**src/rtl/matbi_stream_rr_arbiter_pkg.sv**
```systemverilog
// Shared definitions for the packet-level round-robin stream arbiter:
// FSM state encoding and the per-requester grant counter width.
package matbi_stream_rr_arbiter_pkg;

  typedef enum logic {
    IDLE = 1'b0,
    BUSY = 1'b1
  } arb_state_t;

  localparam int GRANT_CNT_W = 16;

endpackage

```
**src/rtl/matbi_rr_pick.sv**
```systemverilog
// Combinational rotate-priority picker: returns the first requester with
// req set, searching upward from last_grant+1 and wrapping modulo NUM_REQ.
// The last_grant requester itself has the lowest priority.
module matbi_rr_pick #(
  parameter int NUM_REQ      = 4,
  parameter int LOG2_NUM_REQ = 2
) (
  input  logic [NUM_REQ-1:0]      req,
  input  logic [LOG2_NUM_REQ-1:0] last_grant,
  output logic                    any_req,
  output logic [LOG2_NUM_REQ-1:0] pick
);

  logic                    found;
  logic [LOG2_NUM_REQ-1:0] idx;

  // Walk the requesters in rotated order and keep the first hit.
  always_comb begin
    any_req = |req;
    pick    = '0;
    found   = 1'b0;
    idx     = '0;
    for (int i = 1; i <= NUM_REQ; i++) begin
      idx = LOG2_NUM_REQ'((int'(last_grant) + i) % NUM_REQ);
      if (!found && req[idx]) begin
        pick  = idx;
        found = 1'b1;
      end
    end
  end

endmodule

```
**src/rtl/matbi_stream_rr_arbiter.sv**
```systemverilog
// Packet-level round-robin arbiter sharing one valid/ready/data stream
// among NUM_REQ requesters. A granted requester owns the output until its
// s_last beat handshakes; an IDLE cycle then re-arbitrates. The output is a
// one-entry, fully pipelined register stage.
// Optional macro MATBI_ARB_GRANT_CNT_EN adds grant_cnt: one saturating
// 16-bit counter per requester, bumped on every grant.
module matbi_stream_rr_arbiter
  import matbi_stream_rr_arbiter_pkg::*;
#(
  parameter int NUM_REQ      = 4,
  parameter int LOG2_NUM_REQ = 2,
  parameter int DATA_WIDTH   = 32
) (
  input  logic                            clk,
  input  logic                            reset,
  input  logic [NUM_REQ-1:0]              s_valid,
  output logic [NUM_REQ-1:0]              s_ready,
  input  logic [NUM_REQ*DATA_WIDTH-1:0]   s_data,
  input  logic [NUM_REQ-1:0]              s_last,
  output logic                            m_valid,
  input  logic                            m_ready,
  output logic [DATA_WIDTH-1:0]           m_data,
  output logic                            m_last,
`ifdef MATBI_ARB_GRANT_CNT_EN
  output logic [NUM_REQ*GRANT_CNT_W-1:0]  grant_cnt,
`endif
  output logic [LOG2_NUM_REQ-1:0]         m_id
);

  arb_state_t              state_q, state_d;
  logic [LOG2_NUM_REQ-1:0] grant_q, grant_d;
  logic [LOG2_NUM_REQ-1:0] last_grant_q, last_grant_d;
  logic                    any_req;
  logic [LOG2_NUM_REQ-1:0] pick;
  logic                    out_ready;
  logic                    accept;
  logic [DATA_WIDTH-1:0]   sel_data;

  matbi_rr_pick #(
    .NUM_REQ      (NUM_REQ),
    .LOG2_NUM_REQ (LOG2_NUM_REQ)
  ) u_pick (
    .req        (s_valid),
    .last_grant (last_grant_q),
    .any_req    (any_req),
    .pick       (pick)
  );

  // The output register can take a beat when empty or draining this cycle.
  assign out_ready = ~m_valid | m_ready;

  // Payload mux for the currently granted requester.
  always_comb begin
    sel_data = '0;
    for (int k = 0; k < NUM_REQ; k++) begin
      if (grant_q == LOG2_NUM_REQ'(k)) begin
        sel_data = s_data[k*DATA_WIDTH +: DATA_WIDTH];
      end
    end
  end

  // Arbitration FSM state, grant and rotation pointer.
  always_ff @(posedge clk or posedge reset) begin
    if (reset) begin
      state_q      <= IDLE;
      grant_q      <= '0;
      last_grant_q <= LOG2_NUM_REQ'(NUM_REQ - 1);
    end else begin
      state_q      <= state_d;
      grant_q      <= grant_d;
      last_grant_q <= last_grant_d;
    end
  end

  // Next-state, grant selection and per-requester ready.
  always_comb begin
    state_d      = state_q;
    grant_d      = grant_q;
    last_grant_d = last_grant_q;
    s_ready      = '0;
    accept       = 1'b0;
    case (state_q)
      IDLE: begin
        if (any_req) begin
          grant_d = pick;
          state_d = BUSY;
        end
      end
      BUSY: begin
        s_ready[grant_q] = out_ready;
        accept           = s_valid[grant_q] & out_ready;
        if (accept && s_last[grant_q]) begin
          last_grant_d = grant_q;
          state_d      = IDLE;
        end
      end
      default: state_d = IDLE;
    endcase
  end

  // One-entry output register: load on accept, clear when drained.
  always_ff @(posedge clk or posedge reset) begin
    if (reset) begin
      m_valid <= 1'b0;
      m_data  <= '0;
      m_last  <= 1'b0;
      m_id    <= '0;
    end else if (accept) begin
      m_valid <= 1'b1;
      m_data  <= sel_data;
      m_last  <= s_last[grant_q];
      m_id    <= grant_q;
    end else if (m_ready) begin
      m_valid <= 1'b0;
    end
  end

`ifdef MATBI_ARB_GRANT_CNT_EN
  logic [GRANT_CNT_W-1:0] cnt_q [NUM_REQ];

  // Count IDLE->BUSY grants per requester, saturating at all-ones.
  always_ff @(posedge clk or posedge reset) begin
    if (reset) begin
      for (int k = 0; k < NUM_REQ; k++) begin
        cnt_q[k] <= '0;
      end
    end else if (state_q == IDLE && any_req && cnt_q[pick] != '1) begin
      cnt_q[pick] <= cnt_q[pick] + GRANT_CNT_W'(1);
    end
  end

  // Flatten the counters onto the grant_cnt port.
  always_comb begin
    grant_cnt = '0;
    for (int k = 0; k < NUM_REQ; k++) begin
      grant_cnt[k*GRANT_CNT_W +: GRANT_CNT_W] = cnt_q[k];
    end
  end
`endif

endmodule

```
**config.mk**
```make
export PLATFORM = sky130hd
export DESIGN_NAME = matbi_stream_rr_arbiter
export DESIGN_NICKNAME = d
export VERILOG_FILES = /design/src/rtl/matbi_stream_rr_arbiter_pkg.sv /design/src/rtl/matbi_rr_pick.sv /design/src/rtl/matbi_stream_rr_arbiter.sv
export SDC_FILE = /design/constraint.sdc
export NUM_CORES = 1
export LEC_CHECK = 0
export ABC_CLOCK_PERIOD_IN_PS = 1850
export CORE_UTILIZATION = 32
export CTS_CLUSTER_SIZE = 40
export DETAILED_ROUTE_END_ITERATION = 10
export HOLD_SLACK_MARGIN = 0.06
export PLACE_DENSITY = 0.81
export SETUP_SLACK_MARGIN = 0.3
export SYNTH_ARGS = -nofsm -noshare
export SYNTH_HDL_FRONTEND = slang
export SYNTH_SLANG_ARGS = --single-unit
```
**constraint.sdc**
```tcl
create_clock -name clk -period 1.85 [get_ports clk]
set_input_delay 0.2775 -clock clk [delete_from_list [all_inputs] [get_ports clk]]
set_output_delay 0.2775 -clock clk [all_outputs]
set_load 0.005 [all_outputs]
```
==> results of run 1 <==
## sequential cells by signal (all words and copies together) (netlist names)
| register | count |
|---|---|
| last_grant_q | 2 |
| grant_q | 2 |
| m_id | 2 |
| state_q | 1 |
| m_last | 1 |
| m_valid | 1 |
| m_data | 32 |
## metrics by stage
stage | instance area, sq um | utilization, %
2_1_floorplan | 2630 | -
3_3_place_gp | 4630 | 59.0
3_5_place_dp | 4630 | 59.0
4_1_cts | 4950 | 63.1
5_1_grt | 5170 | 65.8
6_report | 5170 | 65.8
## final timing paths
kind | start | endpoint | slack (ns) | cells past startpoint
setup / recovery | grant_q[1] | m_data[4] | 0.02 | 6
hold reg to reg | m_last | m_last | 0.49 | 2
hold / removal | reset | m_data[11] | 0.29 | 2
min in group clk | m_last | m_last | 0.49 | 2
max in group asynchronous | reset | m_data[4] | 1.09 | 3
setup reg to reg | grant_q[1] | m_data[4] | 0.02 | 6
## cell usage after synthesis, types with 2 or more instances
master	number
dfrtp_1	39
mux4_2	34
mux2_4	28
mux2_2	7
clkbuf_1	5
inv_1	5
nand2_1	5
o21ai_0	5
a21oi_1	3
buf_12	3
buf_2	3
mux2i_1	3
and3_1	2
dfstp_2	2
nor3_1	2
## worst max-delay path, cell delays in order (launching register included)
cell,delay [ns]
dfrtp_2,0.38
buf_6,0.10
mux4_2,0.55
nand3_4,0.14
buf_12,0.13
clkbuf_16,0.14
mux2_4,0.29
## final cells by class
type | instances | area, sq um | share of cell area [%]
Multi-Input combinational cell | 101 | 1540 | 29.8
Clock buffer | 5 | 68.8 | 1.33
Timing Repair Buffer | 218 | 2340 | 45.3
Inverter | 5 | 22.5 | 0.436
Sequential cell | 41 | 1030 | 20.0
Clock inverter | 2 | 35.0 | 0.678
Tap cell | 102 | 128 | 2.47
## layout by cell type (no fill, tap or decap), drive strengths merged
cell type      synthesis  final
and2                   1      1
a21boi                 1      1
buf                    8     39
bufbuf                 0      1
clkbuf                 5      9
clkinv                 0      1
mux2i                  3      3
clkinvlp               0      1
dfstp                  2      2
clkdlybuf4s50          0    172
nor4                   1      1
o41a                   1      1
o21a                   1      1
o21ai                  5      5
nand3                  2      2
nand2b                 1      1
o31ai                  1      1
o22ai                  1      1
dlymetal6s2s           0      2
and3                   2      2
dfrtp                 39     39
mux4                  34     34
bufinv                 0      1
a21oi                  3      3
nor3                   2      2
mux2                  35     35
nor2                   1      1
nand2                  5      5
inv                    5      4
a31oi                  1      1
## layer usage
metal	vias to the layer above	track usage (%)	share of wire, %
met2	108	40.9	56
li1	1064	-	-
met4	0	5.13	1.2
met5	-	0	0
met3	12	3.53	6.0
met1	1210	23.0	37
## kinds of logic after synthesis
logic type / count (synthesis)
buffers and inverters: 18
AO/OA/AOI/OAI: 14
AND/OR/NAND/NOR: 15
flip-flops: 41
multiplexers: 72
## power by group through the flow
| stage | logic (uW) | registers (uW) | clock network, uW |
|---|---|---|---|
| 2_1_floorplan | 2700 | 1670 | 0 |
| 3_3_place_gp | 4320 | 1710 | 0 |
| 3_5_place_dp | 4430 | 1730 | 0 |
| 4_1_cts | 5090 | 1710 | 719 |
| 5_1_grt | 5900 | 1770 | 751 |
| 6_report | 5590 | 1720 | 704 |
## what timing repair did
item                       4_1_cts  5_1_grt
buffers inserted                10        6
gates cloned                     3        4
gates resized for setup         17       28
setup endpoints to repair       39       44
pin swaps                        1        4
==> impl_metrics.ini, run 1 <==
[status]
status = complete, no violations

[yosys]
synth-simple-area-share_pct = 3.29
ys_warn_count = 0
postSynthCellCount = 160
async_flop_share_pct = 100
yosys-top-cells-area = dfrtp_1, mux4_2, mux2_4
ys_ff_latch = 41
synth_edf_count = 0
syn_area_per_cell_sq_um = 16.4
synth_compound_area_share_pct = 3.29
synth_cell_type_count = 29
syn_area_sq_um = 2630
synth_mux_area_share_pct = 49.3
synth-xor-area-share_pct = 0
seq_area_frac_synth_pct = 39.1
synth_flop_cell = dfrtp_1
synth_top_area_share_pct = 37.1
synthAdderAreaFrac_pct = 0
netlist.top_cell.by_area = dfrtp_1
synth_top_family_by_area = multiplexers
synth_nets = 299

[timing]
fin_crit_sh_pct = 99.2
worst_pin_slew_ns = 0.403
layout_min_cycle_time_ns = 1.83
drv_slew = 0
tns_ns = 0
setup_violations = 0
fin_hold_ws_ns = 0.286
hold_viol = 0
relSlewSlack_pct = 73.1
fin_skew_ns = 0.00455
grt_setup_unrepaired = true
final.setup.worst_slack_ns = 0.0154
max_clock_freq_mhz = 545

[die]
ios = 179
fp.dieH_microns = 92.6
initial_core_util_pct = 33.5
die_x_microns = 92.6
core_sq_um = 7850
num_rows = 32
fp.dieArea_sq_um = 8580

[detailed_routing]
vias_per_cell = 5.05
wl_per_cell_microns = 19.4
vias = 2394
drt_iter0_drc = 68
drc = 0
ant_nets = 0
wl_microns = 9180
first_pass_iters = 4

[finish]
fillerInstances = 599
final_nets = 511
layout-drive-gt1-share_pct = 36.3
area_delta_synth_final_pct = 96.7
fin_cells = 474
n_antenna_cell = 0

[pwr]
swShare_pct = 30.5
power.total_uw = 8020
p_switching_uw = 2450
pwr-share-clk_pct = 8.8
pwr-share-seq_pct = 21.4
p_leak_uw = 0.00219
peakVddDrop_mv = 0.809
p_per_area_nw_per_um2 = 1550
pwr-share-comb_pct = 69.8
cellInternalPower_uw = 5570

[place]
numPortBuffers = 178
dp.final_hpwl_microns = 6430
post-place-ws_ns = -0.197
place.gp.congestion = 0.763
dp.cells = 444

[cts]
cts-root-buf = clkbuf_8
cts_max_level = 2
cts_hold_buf = 0
clk_path_buf_depth = 2
clk_pin_slew_worst_paths_ns = 0.08
cts_buffers = 5
cts_tree = yes
cts.sinks = 41
clk_latency_ns = 0.29

[grt]
grtUsageTotal_pct = 20.8
grt_antenna_before_repair = 0
grt_pass1_vias = 2583
grt_max_degree = 27
grt_pass1_wl_microns = 13400
overflow = 0

[critical_path]
path_max_fanout = 4
start_kind = register
cp.required_ns = 2.03
cp.arrival_ns = 2.01
path_class = register to register
cp-end-kind = register

[job]
cap_violations = 0

[hold_path]
hp-class = input pin to async pin
No activity file was read; power rests on OpenSTA's default activity.
==> run 2: changes to the inputs <==
--- a/config.mk
+++ b/config.mk
@@ -11,6 +11,7 @@
 export DETAILED_ROUTE_END_ITERATION = 10
 export HOLD_SLACK_MARGIN = 0.06
 export PLACE_DENSITY = 0.81
+export RECOVER_POWER = 50
 export SETUP_SLACK_MARGIN = 0.3
 export SYNTH_ARGS = -nofsm -noshare
 export SYNTH_HDL_FRONTEND = slang
==> run 2 against run 1 <==
Effect of this change:
- die area unchanged
- global-route usage did not move
- wire length decreased by 0.22%
- worst setup slack got worse by 0.0046 ns
- count of clock-buffer cells in the layout unchanged
- largest power group unchanged
- utilization fell by 0.11 points
==> impl_metrics.ini, run 2 (synthesized netlist as in run 1, its figures left out) <==
[status]
status = complete, no violations

[finish]
fillerInstances = 601
n_antenna_cell = 0
largest_reg_flops = 32
regArea_sq_um = 1030
layout_common_cells = clkdlybuf4s50_1, dfrtp_1, mux4_2, mux2_4, buf_4
fin_cells = 474
area_delta_synth_final_pct = 96.3
stdcell_area_sq_um = 5160
layout_commonest_cell = clkdlybuf4s50_1
final_nets = 511
layout-drive-gt1-share_pct = 35.8
multi_input_area_sq_um = 1540
regMostFlops = m_data

[grt]
grt_pass1_wl_microns = 13400
grt_antenna_before_repair = 0
grtUsageTotal_pct = 20.8
overflow = 0
grt_pass1_vias = 2583
grt_max_degree = 27

[place]
numPortBuffers = 178
place.gp.congestion = 0.763
dp.final_hpwl_microns = 6430
post-place-ws_ns = -0.197
dp.cells = 444
dpl_cell_area_sq_um = 4630

[timing]
fin_skew_ns = 0.00469
max_clock_freq_mhz = 544
grt_setup_unrepaired = true
setup_violations = 0
fin_crit_sh_pct = 99.4
relSlewSlack_pct = 52.4
fin_hold_ws_ns = 0.491
hold_viol = 0
worst_pin_slew_ns = 0.714
drv_slew = 0
layout_min_cycle_time_ns = 1.84
final.setup.worst_slack_ns = 0.0107

[cts]
clk_latency_ns = 0.29
cts-root-buf = clkbuf_8
cts_max_level = 2
clk_path_buf_depth = 2
cts_tree = yes
cts_buffers = 5
cts.sinks = 41
clk_pin_slew_worst_paths_ns = 0.08
cts_hold_buf = 0

[critical_path]
cp.required_ns = 2.03
cp-end-kind = register
critical_path.slowest_cell = mux4_2
cp.arrival_ns = 2.02
max_stage_delay_ns = 0.55
r2r-start = grant_q[1]
start_kind = register
path_max_fanout = 4
r2r_setup_slack_ns = 0.01
path_buf_inv = 3
path_class = register to register
critPathTopFamily = multiplexers
startpoint = grant_q[1]
crit_chain = buf_6, mux4_2, nand3_4, buf_12, clkbuf_16, mux2_4

[die]
die_x_microns = 92.6
fp.dieH_microns = 92.6
num_rows = 32
initial_core_util_pct = 33.5
fp.dieArea_sq_um = 8580
core_sq_um = 7850
ios = 179

[hold_path]
hp-start = m_last
hp-class = register to register

[detailed_routing]
vias = 2395
drc = 0
vias_per_cell = 5.05
ant_nets = 0
wl_microns = 9160
first_pass_iters = 5
drt_iter0_drc = 72
wl_per_cell_microns = 19.3

[pwr]
p_leak_uw = 0.00218
p_per_area_nw_per_um2 = 1540
peakVddDrop_mv = 0.787
power.total_uw = 7950

[job]
cap_violations = 0
run 2: layout make-up:
| cell class | instances | share of cell area (%) |
|---|---|---|
| well taps | 102 | 2.47 |
| repair buffers | 218 | 45.2 |
| clock buffers | 5 | 1.33 |
| inverters | 5 | 0.437 |
| flip-flops and latches | 41 | 20.0 |
| multi-input cells | 101 | 29.9 |
| clock inverters | 2 | 0.679 |
run 2: metrics by stage:
step / util [%] / TNS (ns)
after floorplan: - / 0
after global placement: 59.0 / -4.26
after detailed placement: 59.0 / -6.08
after CTS: 63.1 / 0
after global routing: 65.7 / -0.0166
final: 65.7 / 0
run 2: path summary, 6_finish.rpt:
kind	cells after the start	to
worst max-delay path	6	m_data[4]
worst min-delay path	2	m_last
worst max register to register	6	m_data[4]
worst min register to register	2	m_last
max in group asynchronous	3	m_data[4]
min in group asynchronous	2	m_data[15]
run 2: timing repair:
item / 4_1_cts / 5_1_grt
setup buffers: 10 / 6
pin swaps: 1 / 4
cloned: 3 / 4
gates resized for setup: 17 / 28
endpoints found under the setup margin: 39 / 44
run 2: report_power, final:
part / total (uW) / leakage [uW] / internal, uW / switching (uW)
combinational: 5540 / 0.00166 / 3720 / 1820
clock: 703 / 0.0000540 / 392 / 310
sequential: 1710 / 0.000473 / 1400 / 313
total: 7950 / 0.00218 / 5510 / 2440
run 2: tightest hold or removal path, cell delays in order (launching register included):
cell and delay (ns):
dfrtp_1 0.37, nand2_2 0.05, nand2_1 0.05
run 2: routing by layer:
layer / GRT usage [%] / vias up / wire (microns)
li1: - / 1067 / -
met1: 23.0 / 1209 / 3360
met2: 40.9 / 109 / 5160
met3: 3.53 / 10 / 540
met4: 5.13 / 0 / 106
met5: 0 / - / 0
